$ cat config.mk
export PLATFORM = sky130hd
export DESIGN_NAME = led_shift_ctrl
export DESIGN_NICKNAME = d
export VERILOG_FILES = /design/src/rtl/led_pkg.sv /design/src/rtl/led_serializer.sv /design/src/rtl/led_shift_ctrl.sv
export SDC_FILE = /design/constraint.sdc
export NUM_CORES = 1
export LEC_CHECK = 0
export CORE_MARGIN = 8
export CORE_UTILIZATION = 51
export CTS_CLUSTER_DIAMETER = 100
export DETAILED_ROUTE_END_ITERATION = 8
export PLACE_DENSITY = 0.92
export REMOVE_ABC_BUFFERS = 1
export SLEW_MARGIN = 20
export SYNTH_ARGS = -nofsm -noshare
export SYNTH_HDL_FRONTEND = slang
export SYNTH_HIERARCHICAL = 1
export SYNTH_SLANG_ARGS = --single-unit
export TNS_END_PERCENT = 50
$ cat constraint.sdc
create_clock -name clk -period 5.3 [get_ports clk]
set_clock_uncertainty 0.15 [all_clocks]
set_input_delay 0.53 -clock clk [delete_from_list [all_inputs] [get_ports clk]]
set_output_delay 0.53 -clock clk [all_outputs]
set_load 0.03 [all_outputs]
$ cat src/rtl/led_pkg.sv
// led_pkg: shared state encoding, default geometry and counter-width helper for the LED chain controller
package led_pkg;
    typedef enum logic [1:0] {ACCEPT, SHIFT, LATCH} state_t;
    localparam int DEF_WIDTH = 8;
    localparam int DEF_WORDS = 2;
    function automatic int cnt_w(input int n);
        return (n > 1) ? $clog2(n) : 1;
    endfunction
endpackage

$ cat src/rtl/led_serializer.sv
// led_serializer: hold register and bit counter presenting one word MSB-first on sh_data
module led_serializer
    import led_pkg::*;
#(
    parameter int WIDTH = DEF_WIDTH
) (
    input  logic             clk,
    input  logic             reset,
    input  logic             load,
    input  logic             shift,
    input  logic [WIDTH-1:0] in_data,
    output logic             sh_data,
    output logic             last
);
    localparam int BW = cnt_w(WIDTH);
    logic [WIDTH-1:0] hold;
    logic [BW-1:0]    bit_cnt;
    assign last = bit_cnt == '0;
    // load presents the MSB immediately; each shift cycle steps to the next lower bit
    always_ff @(posedge clk) begin
        if (!reset) begin
            hold    <= '0;
            bit_cnt <= '0;
            sh_data <= 1'b0;
        end else if (load) begin
            hold    <= in_data;
            bit_cnt <= BW'(WIDTH - 1);
            sh_data <= in_data[WIDTH-1];
        end else if (shift && !last) begin
            bit_cnt <= bit_cnt - 1'b1;
            sh_data <= hold[bit_cnt-1'b1];
        end
    end
endmodule

$ cat src/rtl/led_shift_ctrl.sv
// led_shift_ctrl: frame sequencer for the LED shift-register chain; LED_SHIFT_BLANK_EN adds blank_n
module led_shift_ctrl
    import led_pkg::*;
#(
    parameter int WIDTH = DEF_WIDTH,
    parameter int WORDS = DEF_WORDS
) (
    input  logic             clk,
    input  logic             reset,
    input  logic             clear,
    input  logic [WIDTH-1:0] in_data,
    input  logic             in_valid,
    output logic             in_ready,
    output logic             sh_data,
    output logic             sh_en_n,
    output logic             latch,
    output logic             busy,
`ifdef LED_SHIFT_BLANK_EN
    output logic             frame_done,
    output logic             blank_n
`else
    output logic             frame_done
`endif
);
    localparam int WC = cnt_w(WORDS);
    state_t        state, nx;
    logic [WC-1:0] word_cnt;
    logic          load, shift, last, word_last;
    assign in_ready  = state == ACCEPT;
    assign busy      = (state != ACCEPT) || (word_cnt != '0);
    assign load      = in_valid && in_ready && !clear;
    assign shift     = (state == SHIFT) && !clear;
    assign word_last = word_cnt == WC'(WORDS - 1);
    led_serializer #(.WIDTH(WIDTH)) u_ser (
        .clk     (clk),
        .reset   (reset),
        .load    (load),
        .shift   (shift),
        .in_data (in_data),
        .sh_data (sh_data),
        .last    (last)
    );
    // next state: clear aborts to ACCEPT, last bit of the final word goes to LATCH
    always_comb begin
        nx = state;
        nx = clear ? ACCEPT :
             load ? SHIFT :
             (state == SHIFT && last) ? (word_last ? LATCH : ACCEPT) :
             (state == LATCH) ? ACCEPT : state;
    end
    // state register with outputs registered from the next state
    always_ff @(posedge clk) begin
        if (!reset) begin
            state      <= ACCEPT;
            sh_en_n    <= 1'b1;
            latch      <= 1'b0;
            frame_done <= 1'b0;
        end else begin
            state      <= nx;
            sh_en_n    <= nx != SHIFT;
            latch      <= nx == LATCH;
            frame_done <= nx == LATCH;
        end
    end
    // word position within the frame; cleared on abort and after the latch strobe
    always_ff @(posedge clk) begin
        if (!reset || clear || state == LATCH) word_cnt <= '0;
        else if (state == SHIFT && last && !word_last) word_cnt <= word_cnt + 1'b1;
    end
`ifdef LED_SHIFT_BLANK_EN
    // blank the LEDs from the first shift of a frame until after its latch or an abort
    always_ff @(posedge clk) begin
        if (!reset || clear || state == LATCH) blank_n <= 1'b1;
        else if (nx == SHIFT) blank_n <= 1'b0;
    end
`endif
endmodule

==> results of run 1 <==
-- layout make-up --
| cell class | instances | share of cell area |
|---|---|---|
| clock buffer | 3 | 0.0229 |
| clock inverter | 1 | 0.00508 |
| inverter | 4 | 0.0152 |
| multi-input combinational | 53 | 0.418 |
| sequential | 17 | 0.346 |
| tap | 16 | 0.0203 |
| timing repair buffer | 17 | 0.173 |
-- through the flow --
stage	power, mW	utilization	hold WS (ns)
floorplan	0.169	-	0.296
global placement	0.185	0.651	0.316
detailed placement	0.187	0.651	0.328
CTS	0.256	0.669	0.351
global route	0.269	0.669	0.390
finish	0.253	0.669	0.345
-- path summary, 6_finish.rpt --
check | cells past startpoint | to | slack [ns] | from
worst max register to register | 5 | u_ser/hold[3] | 3.27 | state[0]
worst max-delay path | 2 | busy | 3.00 | state[1]
worst min register to register | 2 | u_ser/hold[7] | 0.34 | u_ser/hold[7]
worst min-delay path | 2 | u_ser/hold[7] | 0.34 | u_ser/hold[7]
-- sequential cells by signal, indices dropped and copies added (netlist names) --
name / count
frame_done: 1
sh_en_n: 1
state: 2
u_ser/bit_cnt: 3
u_ser/hold: 8
u_ser/sh_data: 1
word_cnt: 1
-- worst min-delay path, delay by kind of cell, from the launching register on --
kind	cells	cell delay, ns
DFF	1	0.33
and+or+nand+nor	1	0.07
AOI/OAI and AO/OA	1	0.06
-- cell usage after synthesis --
| master | count | area share |
|---|---|---|
| nor2_2 | 1 | 0.0080 |
| nand2_1 | 3 | 0.014 |
| nor3_1 | 1 | 0.0064 |
| xor2_1 | 1 | 0.011 |
| a21oi_1 | 3 | 0.019 |
| dfxtp_1 | 17 | 0.44 |
| nand2b_1 | 3 | 0.024 |
| a22oi_2 | 1 | 0.016 |
| nor2b_1 | 1 | 0.0080 |
| o21a_1 | 3 | 0.029 |
| a31oi_1 | 1 | 0.0080 |
| or3_1 | 3 | 0.024 |
| inv_1 | 3 | 0.014 |
| nor3b_1 | 1 | 0.0096 |
| o21ai_0 | 1 | 0.0064 |
| a211oi_1 | 1 | 0.0096 |
| nand2b_2 | 1 | 0.011 |
| nand3b_1 | 1 | 0.0096 |
| xnor2_1 | 1 | 0.011 |
| mux4_1 | 2 | 0.067 |
| buf_4 | 1 | 0.0096 |
| nand3_1 | 1 | 0.0064 |
| clkinv_1 | 1 | 0.0048 |
| buf_2 | 1 | 0.0064 |
| nor2_1 | 10 | 0.048 |
| ha_1 | 2 | 0.032 |
| nor3b_2 | 2 | 0.032 |
| mux2i_1 | 9 | 0.12 |
-- power groups by stage --
stage / combinational [mW] / clock, mW / sequential (mW)
floorplan: 0.0279 / 0 / 0.141
global placement: 0.0444 / 0 / 0.141
detailed placement: 0.0460 / 0 / 0.141
CTS: 0.0461 / 0.0720 / 0.138
global route: 0.0502 / 0.0794 / 0.139
finish: 0.0457 / 0.0687 / 0.138
-- cells by family after synthesis --
group                      count (synthesis)  synth area share
and+or+nand+nor                           28             0.202
DFF                                       17             0.437
muxes                                     11             0.183
AOI/OAI and AO/OA                         10            0.0883
buffers and inverters                      6            0.0353
xor gates and xnor gates                   2            0.0225
adders and majority gates                  2            0.0321
-- cell usage in the layout, fill, tap and decap left out, types with 3 or more instances in the layout --
master,count
dfxtp_1,17
a21oi_1,3
or3_1,3
nand2_1,3
clkbuf_4,3
mux2i_1,9
o21a_1,3
nand2b_1,3
clkdlybuf4s50_1,17
nor2_1,10
inv_1,3
-- per-layer routing --
layer | part of all wire | wire [um] | global-route usage | vias to the layer above
met3 | 0.061 | 95 | 0.0374 | 2
met4 | 0.0045 | 7 | 0.0600 | 0
met1 | 0.40 | 630 | 0.118 | 289
li1 | - | - | - | 301
met5 | 0 | 0 | 0 | -
met2 | 0.53 | 831 | 0.218 | 16
==> impl_metrics.toml, run 1 <==
[die]
coreArea_um2 = 1470
fp-row-count = 14
start_util = 0.530
ios = 18
chipWidth_um = 55.1
dieArea_um2 = 3040
die_h_um = 55.1

[timing]
period_share = 0.434
hold_violations = 0
setup_viol = 0
slew_headroom = 0.286
worstMarginPinSlew_ns = 1.07
maxSlewViolCount = 0
fmax_mhz = 435
fin_ws_ns = 3.00
setup-tns-final_ns = 0
rsz0062_at_grt = "false"
min_period_ns = 2.30

[power]
pwr-share-clk = 0.272
p_int_mw = 0.187
sw_frac_of_total = 0.261
combPwrFrac = 0.181
power_frac_seq = 0.547
p_per_area_nw_per_um2 = 257
irDropWorstVdd_mv = 0.166
p_leak_nw = 0.379
p_sw_mw = 0.0660

[grt]
grt_max_degree = 15
grt_use_total = 0.119
antenna_found_initial = 0
grt_pass1_wl_mm = 2.62
grt_overflow = 0
grt_pass1_vias = 643

[placed_design]
dp_hpwl_mm = 1.24
dp.cells = 107
place_area_um2 = 957
portBuffers = 17
gp_congestion = 0.828
post-place-ws_ns = 2.78

[cts]
numCtsBuffers = 3
cts_sinks = 17
tritoncts = "built"
postCtsSetupBuffers = 0
holdBufCountCts = 0
cts-resized-gates = 0
cts_root_buf = "clkbuf_4"
clk_path_buf_depth = 2
clk_latency_ns = 0.29
htree_levels = 1
path_clk_slew_ns = 0.10

[setup_path]
end_kind = "output pin"
critical_path_class = "flip-flop to output pin"
worstPathCellList = "or3_1 > clkdlybuf4s50_1"
max_stage_delay_ns = 0.60
crit_arrival_ns = 1.62
critPathRequiredTime_ns = 4.62
crit_slowest_cell = "clkdlybuf4s50_1"
path_max_fanout = 6
cp-start-kind = "flip-flop"
crit_family = "buffers and inverters"
path_buf_inv = 1

[logic_synthesis]
yosys_warnings = 6
ys_ff_latch = 17
avgSynthCellArea_um2 = 10.3
synthDistinctLibCells = 28
syn_area_um2 = 779
synthCells = 76
seq_area_frac_synth = 0.437

[cells_and_area]
fin_nets = 110
diodes = 0
regArea_um2 = 340
fillerInstances = 130
multi_input_area_um2 = 412
final_cell_area_um2 = 985
instances_no_fill = 111
area_growth_pct = 26.3
drive_above_1_share = 0.0947

[drt]
ant_nets = 0
drc = 0
dr.pass1.iters = 4
routedWlPerCell_um = 14.1
wl_mm = 1.56
drtIter0Drc = 11
vias = 608
vias_per_cell = 5.48

[min_path]
min-delay-path-class = "flip-flop to flip-flop"

[job]
cap_violations = 0

[run_status]
status = "completed"
(Power assumes the default switching activity.)
==> inputs of run 2 (changes only) <==
--- a/config.mk
+++ b/config.mk
@@ -6,10 +6,10 @@
 export NUM_CORES = 1
 export LEC_CHECK = 0
 export CORE_MARGIN = 8
-export CORE_UTILIZATION = 51
+export CORE_UTILIZATION = 47
 export CTS_CLUSTER_DIAMETER = 100
 export DETAILED_ROUTE_END_ITERATION = 8
-export PLACE_DENSITY = 0.92
+export PLACE_DENSITY = 0.87
 export REMOVE_ABC_BUFFERS = 1
 export SLEW_MARGIN = 20
 export SYNTH_ARGS = -nofsm -noshare
==> constraint.sdc (replaced) <==
create_clock -name clk -period 2.2 [get_ports clk]
set_clock_uncertainty 0.15 [all_clocks]
set_input_delay 0.22 -clock clk [delete_from_list [all_inputs] [get_ports clk]]
set_output_delay 0.22 -clock clk [all_outputs]
set_load 0.03 [all_outputs]
==> impl_metrics.toml, run 2 (same netlist as run 1, synthesis figures left out) <==
[timing]
slew_headroom = 0.793
hold_violations = 0
fin_ws_ns = 0.228
worstMarginPinSlew_ns = 0.309
rsz0062_at_grt = "false"
maxSlewViolCount = 0
setup_viol = 0
setup-tns-final_ns = 0
period_share = 0.897
min_period_ns = 1.97
fmax_mhz = 507

[grt]
grt_pass1_wl_mm = 2.62
top_usage_layer = "met2"
grt_max_degree = 11
grt_pass1_vias = 649
antenna_found_initial = 0
grt_util_met1 = 0.108
grt_overflow = 0
grt_use_total = 0.0969
grt_use_met2 = 0.157
grt_use_met3 = 0.0404

[cells_and_area]
final_cell_mix = "dfxtp_1 (17), clkdlybuf4s50_1 (17), nor2_1 (10), mux2i_1 (9)"
utilization = 0.661
largest_reg_flops = 8
reg.largest.list = "u_ser/hold x8, u_ser/bit_cnt x3, state x2"
instances_no_fill = 114
drive_above_1_share = 0.122
top_register = "u_ser/hold"
diodes = 0
area_growth_pct = 29.2
fin_nets = 113

[power]
p_per_area_nw_per_um2 = 603
p_sw_mw = 0.154
power_frac_seq = 0.544
power.total_mw = 0.608
irDropWorstVdd_mv = 0.410
sw_frac_of_total = 0.254
combPwrFrac = 0.194
p_leak_nw = 0.394
pwr-share-clk = 0.262
p_int_mw = 0.453

[cts]
path_clk_slew_ns = 0.10
holdBufCountCts = 0
postCtsSetupBuffers = 0
htree_levels = 1
clk_latency_ns = 0.28
clk_path_buf_depth = 2
cts_root_buf = "clkbuf_4"
cts_sinks = 17
numCtsBuffers = 3
cts-resized-gates = 0
tritoncts = "built"

[setup_path]
crit_slowest_cell = "clkdlybuf4s50_1"
critPathRequiredTime_ns = 1.83
path_max_fanout = 6
cp-start-kind = "flip-flop"
critical_path_class = "flip-flop to output pin"
cp.depth = 2
regToRegSetupSlack_ns = 0.31
r2r-end = "u_ser/sh_data"
crit_arrival_ns = 1.60
r2r_cells = 6
max_stage_delay_ns = 0.60
crit_family = "buffers and inverters"
worstPathCellList = "or3_1 > clkdlybuf4s50_1"
end_kind = "output pin"
r2r_start = "u_ser/bit_cnt[0]"
path_buf_inv = 1

[placed_design]
dp_hpwl_mm = 1.20
dp.cells = 110
post-place-ws_ns = 0.256
portBuffers = 17
gp_congestion = 0.802

[drt]
drtIter0Drc = 11
ant_nets = 0
wl_mm = 1.48
drc = 0
vias_per_cell = 5.43
routedWlPerCell_um = 13.0
vias = 619
dr.pass1.iters = 4

[die]
coreArea_um2 = 1520
fp-row-count = 14
dieArea_um2 = 3220
start_util = 0.511
die_h_um = 56.7
chipWidth_um = 56.7
ios = 18

[min_path]
min_from = "u_ser/hold[7]"
min-delay-path-class = "flip-flop to flip-flop"
holdPathEnd = "u_ser/hold[7]"
holdPathStages = 2

[job]
cap_violations = 0

[run_status]
status = "completed"
==> run 2: power by group through the flow <==
| stage | combinational, mW | clock (mW) | sequential [mW] |
|---|---|---|---|
| final | 0.118 | 0.159 | 0.330 |
| after global routing | 0.129 | 0.184 | 0.333 |
| after CTS | 0.118 | 0.168 | 0.331 |
| after detailed placement | 0.118 | 0 | 0.338 |
| after global placement | 0.114 | 0 | 0.337 |
| after floorplan | 0.0673 | 0 | 0.340 |
==> run 2: layer usage <==
metal / share of wire / vias up
met4: 0.0054 / 0
met3: 0.073 / 2
li1: - / 308
met1: 0.43 / 290
met5: 0 / -
met2: 0.49 / 19
==> run 2: through the flow <==
step / hold WS (ns) / area [um^2]
global placement: 0.316 / 980
detailed placement: 0.321 / 980
global route: 0.363 / 1010
finish: 0.336 / 1010
CTS: 0.336 / 1010
floorplan: 0.187 / 767
==> run 2: final cells by class <==
| cell class | count | area, um^2 |
|---|---|---|
| well taps | 16 | 20.0 |
| fillers | 128 | 517 |
| repair buffers | 20 | 193 |
| multi-input cells | 53 | 412 |
| clock inverters | 1 | 5.00 |
| flip-flops and latches | 17 | 340 |
| clock buffers | 3 | 22.5 |
| inverters | 4 | 15.0 |
==> run 2: worst max path at each step <==
stage / to / slack [ns] / start
6_report: busy / 0.23 / state[1]
3_3_place_gp: u_ser/sh_data / 0.31 / clear
2_1_floorplan: u_ser/hold[0] / 0.23 / state[1]
4_1_cts: busy / 0.21 / state[1]
3_5_place_dp: u_ser/sh_data / 0.26 / clear
5_1_grt: busy / 0.16 / state[0]
==> run 2: worst min-delay path: cells and delay by family, from the launching register on <==
| kind | cells | cell delay (ns) |
|---|---|---|
| compound gates | 1 | 0.06 |
| simple gates | 1 | 0.07 |
| flops | 1 | 0.33 |
